File: config.mk
export PLATFORM = sky130hd
export DESIGN_NAME = punc_control
export DESIGN_NICKNAME = d
export VERILOG_FILES = /design/src/rtl/punc_control_pkg.sv /design/src/rtl/punc_control.sv
export SDC_FILE = /design/constraint.sdc
export NUM_CORES = 1
export LEC_CHECK = 0
export ABC_AREA = 1
export BUFFER_PORTS_ARGS = -buffer_cell sky130_fd_sc_hd__buf_2
export CAP_MARGIN = 20
export CORE_ASPECT_RATIO = 1.5
export CORE_MARGIN = 2
export CORE_UTILIZATION = 30
export DETAILED_ROUTE_END_ITERATION = 12
export GPL_ROUTABILITY_DRIVEN = 0
export PLACE_DENSITY = 0.67
export SKIP_LAST_GASP = 1
export SLEW_MARGIN = 20
export SYNTH_ARGS = -nofsm -noshare
export SYNTH_HDL_FRONTEND = slang
export SYNTH_SLANG_ARGS = --single-unit
File: constraint.sdc
create_clock -name clk -period 4.5 [get_ports clk]
set_input_delay 1.125 -clock clk [delete_from_list [all_inputs] [get_ports clk]]
set_output_delay 1.125 -clock clk [all_outputs]
set_load 0.005 [all_outputs]
File: src/rtl/punc_control_pkg.sv
// Shared encodings for the PUnC LC3 controller: opcodes, ALU codes,
// datapath mux selects and controller state encoding.
package punc_control_pkg;

  localparam logic [3:0] OP_BR   = 4'b0000;
  localparam logic [3:0] OP_ADD  = 4'b0001;
  localparam logic [3:0] OP_LD   = 4'b0010;
  localparam logic [3:0] OP_ST   = 4'b0011;
  localparam logic [3:0] OP_JSR  = 4'b0100;
  localparam logic [3:0] OP_AND  = 4'b0101;
  localparam logic [3:0] OP_LDR  = 4'b0110;
  localparam logic [3:0] OP_STR  = 4'b0111;
  localparam logic [3:0] OP_RTI  = 4'b1000;
  localparam logic [3:0] OP_NOT  = 4'b1001;
  localparam logic [3:0] OP_LDI  = 4'b1010;
  localparam logic [3:0] OP_STI  = 4'b1011;
  localparam logic [3:0] OP_JMP  = 4'b1100;
  localparam logic [3:0] OP_RES  = 4'b1101;
  localparam logic [3:0] OP_LEA  = 4'b1110;
  localparam logic [3:0] OP_TRAP = 4'b1111;

  localparam logic [4:0] ALU_ADD     = 5'd0;
  localparam logic [4:0] ALU_ADDI    = 5'd1;
  localparam logic [4:0] ALU_AND     = 5'd2;
  localparam logic [4:0] ALU_ANDI    = 5'd3;
  localparam logic [4:0] ALU_NOT     = 5'd4;
  localparam logic [4:0] ALU_BR      = 5'd5;
  localparam logic [4:0] ALU_JMP_RET = 5'd6;
  localparam logic [4:0] ALU_JSR     = 5'd7;
  localparam logic [4:0] ALU_JSRR    = 5'd8;
  localparam logic [4:0] ALU_LD      = 5'd9;
  localparam logic [4:0] ALU_LDR     = 5'd10;
  localparam logic [4:0] ALU_LEA     = 5'd11;
  localparam logic [4:0] ALU_LDI1    = 5'd12;
  localparam logic [4:0] ALU_LDI2    = 5'd13;
  localparam logic [4:0] ALU_ST      = 5'd14;
  localparam logic [4:0] ALU_STR     = 5'd15;
  localparam logic [4:0] ALU_STI1    = 5'd16;

  localparam logic [1:0] MEM_R_ALU       = 2'd0;
  localparam logic [1:0] MEM_R_CTRL      = 2'd1;
  localparam logic [1:0] MEM_W_ADDR_ALU  = 2'd0;
  localparam logic [1:0] MEM_W_ADDR_SELF = 2'd1;
  localparam logic [1:0] MEM_W_DATA_R0   = 2'd0;
  localparam logic [1:0] MEM_W_DATA_R1   = 2'd1;

  localparam logic [1:0] RF_W_ALU   = 2'd0;
  localparam logic [1:0] RF_W_CNTRL = 2'd1;
  localparam logic [1:0] RF_W_PC    = 2'd2;
  localparam logic [1:0] RF_W_MEM   = 2'd3;

  localparam logic [2:0] ST_FETCH  = 3'd0;
  localparam logic [2:0] ST_DECODE = 3'd1;
  localparam logic [2:0] ST_EXEC   = 3'd2;
  localparam logic [2:0] ST_EXEC2  = 3'd3;
  localparam logic [2:0] ST_HALT   = 3'd4;

endpackage

File: src/rtl/punc_control.sv
// PUnC LC3 controller: fetch/decode/execute sequencer driving every
// datapath control input from its state and the fed-back IR/PC.
module punc_control
  import punc_control_pkg::*;
#(
  parameter int         WORD_W        = 16,
  parameter logic [7:0] HALT_TRAPVECT = 8'h25
) (
  input  logic              clk,
  input  logic              rst,
  input  logic [WORD_W-1:0] pc,
  input  logic [WORD_W-1:0] ir,
  output logic              pc_inc,
  output logic              pc_clr,
  output logic              pc_w_en,
  output logic              ir_w_en,
  output logic [WORD_W-1:0] mem_r_addr_ctrl,
  output logic [1:0]        mem_r_s,
  output logic [1:0]        mem_w_addr_s,
  output logic [1:0]        mem_w_data_s,
  output logic              mem_w_en,
  output logic [4:0]        alu_s,
  output logic              rf_w_en,
  output logic [1:0]        rf_w_s,
  output logic [2:0]        rf_w_addr,
  output logic [WORD_W-1:0] rf_w_data_ctrl,
  output logic [2:0]        rf_r0_addr,
  output logic [2:0]        rf_r1_addr,
  output logic              status_w_en,
  output logic              halted
);

  logic [2:0] state_q, state_d;
  logic [3:0] op;
  logic [2:0] dr, sr1, sr2;

  assign op  = ir[15:12];
  assign dr  = ir[11:9];
  assign sr1 = ir[8:6];
  assign sr2 = ir[2:0];

  always_comb begin
    state_d = state_q;
    case (state_q)
      ST_FETCH:  state_d = ST_DECODE;
      ST_DECODE: begin
        if (op == OP_TRAP)
          state_d = (ir[7:0] == HALT_TRAPVECT) ? ST_HALT : ST_FETCH;
        else if (op == OP_RTI || op == OP_RES)
          state_d = ST_FETCH;
        else
          state_d = ST_EXEC;
      end
      ST_EXEC:   state_d = (op == OP_LDI) ? ST_EXEC2 : ST_FETCH;
      ST_EXEC2:  state_d = ST_FETCH;
      ST_HALT:   state_d = ST_HALT;
      default:   state_d = ST_FETCH;
    endcase
  end

  always_ff @(posedge clk) begin
    if (rst) state_q <= ST_FETCH;
    else     state_q <= state_d;
  end

  // Reset overrides decode so an abandoned instruction never writes.
  always_comb begin
    pc_inc          = 1'b0;
    pc_clr          = 1'b0;
    pc_w_en         = 1'b0;
    ir_w_en         = 1'b0;
    mem_r_addr_ctrl = '0;
    mem_r_s         = MEM_R_ALU;
    mem_w_addr_s    = MEM_W_ADDR_ALU;
    mem_w_data_s    = MEM_W_DATA_R0;
    mem_w_en        = 1'b0;
    alu_s           = ALU_ADD;
    rf_w_en         = 1'b0;
    rf_w_s          = RF_W_ALU;
    rf_w_addr       = 3'd0;
    rf_w_data_ctrl  = '0;
    rf_r0_addr      = 3'd0;
    rf_r1_addr      = 3'd0;
    status_w_en     = 1'b0;
    halted          = 1'b0;
    if (rst) begin
      pc_clr = 1'b1;
    end else begin
      case (state_q)
        ST_FETCH: begin
          mem_r_s         = MEM_R_CTRL;
          mem_r_addr_ctrl = pc;
          ir_w_en         = 1'b1;
          pc_inc          = 1'b1;
        end
        ST_EXEC: begin
          case (op)
            OP_ADD, OP_AND: begin
              if (op == OP_ADD) alu_s = ir[5] ? ALU_ADDI : ALU_ADD;
              else              alu_s = ir[5] ? ALU_ANDI : ALU_AND;
              rf_r0_addr  = sr1;
              rf_r1_addr  = sr2;
              rf_w_s      = RF_W_ALU;
              rf_w_addr   = dr;
              rf_w_en     = 1'b1;
              status_w_en = 1'b1;
            end
            OP_NOT: begin
              alu_s       = ALU_NOT;
              rf_r0_addr  = sr1;
              rf_w_s      = RF_W_ALU;
              rf_w_addr   = dr;
              rf_w_en     = 1'b1;
              status_w_en = 1'b1;
            end
            OP_BR: begin
              alu_s   = ALU_BR;
              pc_w_en = 1'b1;
            end
            OP_JMP: begin
              alu_s      = ALU_JMP_RET;
              rf_r0_addr = sr1;
              pc_w_en    = 1'b1;
            end
            OP_JSR: begin
              // Link and jump share a cycle so R7 captures the pre-update PC.
              alu_s      = ir[11] ? ALU_JSR : ALU_JSRR;
              rf_r0_addr = ir[11] ? 3'd0 : sr1;
              rf_w_s     = RF_W_PC;
              rf_w_addr  = 3'd7;
              rf_w_en    = 1'b1;
              pc_w_en    = 1'b1;
            end
            OP_LD, OP_LDR: begin
              alu_s       = (op == OP_LD) ? ALU_LD : ALU_LDR;
              rf_r0_addr  = (op == OP_LD) ? 3'd0 : sr1;
              mem_r_s     = MEM_R_ALU;
              rf_w_s      = RF_W_MEM;
              rf_w_addr   = dr;
              rf_w_en     = 1'b1;
              status_w_en = 1'b1;
            end
            OP_LEA: begin
              alu_s       = ALU_LEA;
              rf_w_s      = RF_W_ALU;
              rf_w_addr   = dr;
              rf_w_en     = 1'b1;
              status_w_en = 1'b1;
            end
            OP_LDI: begin
              // Pointer parks in DR; flags wait for the final value.
              alu_s     = ALU_LDI1;
              mem_r_s   = MEM_R_ALU;
              rf_w_s    = RF_W_MEM;
              rf_w_addr = dr;
              rf_w_en   = 1'b1;
            end
            OP_ST: begin
              alu_s        = ALU_ST;
              rf_r0_addr   = dr;
              mem_w_addr_s = MEM_W_ADDR_ALU;
              mem_w_data_s = MEM_W_DATA_R0;
              mem_w_en     = 1'b1;
            end
            OP_STR: begin
              alu_s        = ALU_STR;
              rf_r0_addr   = dr;
              rf_r1_addr   = sr1;
              mem_w_addr_s = MEM_W_ADDR_ALU;
              mem_w_data_s = MEM_W_DATA_R0;
              mem_w_en     = 1'b1;
            end
            OP_STI: begin
              alu_s        = ALU_STI1;
              rf_r0_addr   = dr;
              mem_r_s      = MEM_R_ALU;
              mem_w_addr_s = MEM_W_ADDR_SELF;
              mem_w_data_s = MEM_W_DATA_R0;
              mem_w_en     = 1'b1;
            end
            default: ;
          endcase
        end
        ST_EXEC2: begin
          alu_s       = ALU_LDI2;
          rf_r0_addr  = dr;
          mem_r_s     = MEM_R_ALU;
          rf_w_s      = RF_W_MEM;
          rf_w_addr   = dr;
          rf_w_en     = 1'b1;
          status_w_en = 1'b1;
        end
        ST_HALT:  halted = 1'b1;
        default: ;
      endcase
    end
  end

endmodule
==> metrics.txt <==
Initial Util=0.308; switching share of power=0.385; top cells by area, synth=nand2_1 22%, buf_4 17%, nor2_1 16%; Final Slew Violations=0; P_int=between 0.0001 and 0.00015 W; Worst EP required=roughly 3.4 ns; Synth Instances=between 200 and 250; leading cell type in the layout, fill and taps excluded=buf_2; initial antenna violation count=0; Warnings, synthesis=0; Final Setup Violations=0; Root Buffer=clkbuf_8; Comb pwr share=0.470; status=completed; core area=around 3400 µm²; Arr. time, crit path=2.20 ns; Cell Rows=26; post-route ant nets=0; later-pin clock latency in the skew report=about 0.21 ns; first-pass GRT wire length=roughly 5500 µm; synthesized cell area=about 1000 µm²; Total GRT Usage=0.171; Seq/Total Area, Yosys=0.0576; share of cells above drive strength 1=0.315; WL/cell=9.99 µm; number of max-cap violations=0; Sequential Power Share=0.149; Top Registers=state_q: 3 flops; CTS Hold Bufs=0; vias in the first global route=around 1400; CP startpoint kind=input port; Filler Cells Inserted=a little under 400; Final min period=~3.3 ns; placed insts=approximately 330; First-pass DRT Iterations=4; Clock transition at path regs=about 0.03 ns; Die ar.=~4000 µm²; final WL=between 3000 and 4000 µm; Biggest register=state_q; RSZ-0062 raised after global routing=no; post-synth cell types=22; Max clock buf depth=2; fmax=~300 MHz; syn avg cell area=roughly 4.8 µm²; total CTS buffers=3; Synth Register Bits=3; pwr dens=roughly 150 nW/µm²; crit end category=output pin; Area Growth Syn to Fin=33.7%; clk_skew=just over 0.001 ns; n_diodes=0; clock power share=0.381; cts repair resizes=0; net switching power=a little under 0.00008 W; via/cell ratio=between 4 and 5; CP Class=input port to output pin; via count=1465; Register-to-Register Setup Slack=3.56 ns; CTS Sinks=3; maximum fanout along the worst path=9; post-synth top area cell=nand2_1; HP Class=flop to flop; Remaining Overflow, GRT=0; max reg flops=3; Yosys top cell area share=0.216; register area=about 60 µm²; Die Y=76.2 µm; Buffers on Ports=between 70 and 80; CTS tree=built; Top-Level Pins=96; hpwl dp=2810 µm; die width=between 50 and 60 µm; Max VDD drop=159 µV; Setup Buffers After CTS=0; largest net degree at the start of global routing=17; leakage=approximately 0.95 nW; DRC viols=0; Final TNS setup=0 ns; highest-count cells in the layout ignoring fill and taps=75 x buf_2, 60 x nand2_1, 45 x nor2_1; endpoints failing hold=0; Iter 0 DRT Violations=46; final non-filler cell total=approximately 330; Tcrit/Tclk final=0.739; Multi-input gate area=723 µm²; Clock H-tree levels=1; nets=about 320
-- path summary, 6_finish.rpt --
path              start  depth (start not counted)       endpoint
min reg2reg  state_q[2]                          2     state_q[2]
max reg2reg  state_q[2]                          5     state_q[1]
max              ir[15]                          9  rf_r0_addr[2]
min          state_q[2]                          2     state_q[2]
-- final cells by class --
type,instances,area share
clock buffers,4,0.0323
repair buffers,75,0.269
inverters,37,0.0996
multi-input cells,170,0.518
flip-flops and latches,3,0.0430
well taps,42,0.0377
-- worst max-delay path, stage by stage --
cell and delay [ns]:
buf_2 0.20, nand2_1 0.15, nand3_1 0.17, nand2_1 0.12, a21oi_1 0.14, nand2_1 0.06, nand2_1 0.05, nand2_1 0.06
buf_2 0.13
-- kinds of logic after synthesis --
group | after synthesis | synth area share
other | 1 | 0.00359
flip-flops | 3 | 0.0576
AO/OA/AOI/OAI | 25 | 0.131
AND/OR/NAND/NOR | 125 | 0.490
buffers and inverters | 64 | 0.318
-- cell usage after synthesis (all sizes together) --
cell	instances
buf	27
nand3	6
o22ai	1
conb	1
dfxtp	3
o211ai	1
nand2	61
nand3b	1
o21ai	6
nor3	5
nor2	47
inv	37
a41oi	1
nand4	5
a21oi	16
-- power by group through the flow --
stage / registers (W) / logic (W) / clock network (W)
6_report: 0.0000303 / 0.0000954 / 0.0000775
2_1_floorplan: 0.0000303 / 0.0000699 / 0
3_3_place_gp: 0.0000306 / 0.0000941 / 0
4_1_cts: 0.0000302 / 0.0000949 / 0.0000802
5_1_grt: 0.0000307 / 0.000109 / 0.0000851
3_5_place_dp: 0.0000306 / 0.0000945 / 0
-- routing by layer --
metal	wire (µm)	vias up	global-route usage
met5	0	-	0
met4	90	0	0.0744
met3	222	10	0.0275
met2	1790	69	0.328
met1	1200	622	0.169
li1	-	764	-
-- through the flow --
step / util / area (µm²) / hold slack (ns) / setup slack [ns] / power, W
floorplan: - / 1110 / 0.473 / 1.49 / 0.000100
global placement: 0.399 / 1350 / 0.506 / 1.19 / 0.000125
detailed placement: 0.399 / 1350 / 0.509 / 1.21 / 0.000125
CTS: 0.412 / 1400 / 0.513 / 1.20 / 0.000205
global route: 0.412 / 1400 / 0.571 / 1.03 / 0.000225
finish: 0.412 / 1400 / 0.513 / 1.18 / 0.000203
No activity file was read; power rests on OpenSTA's default activity.
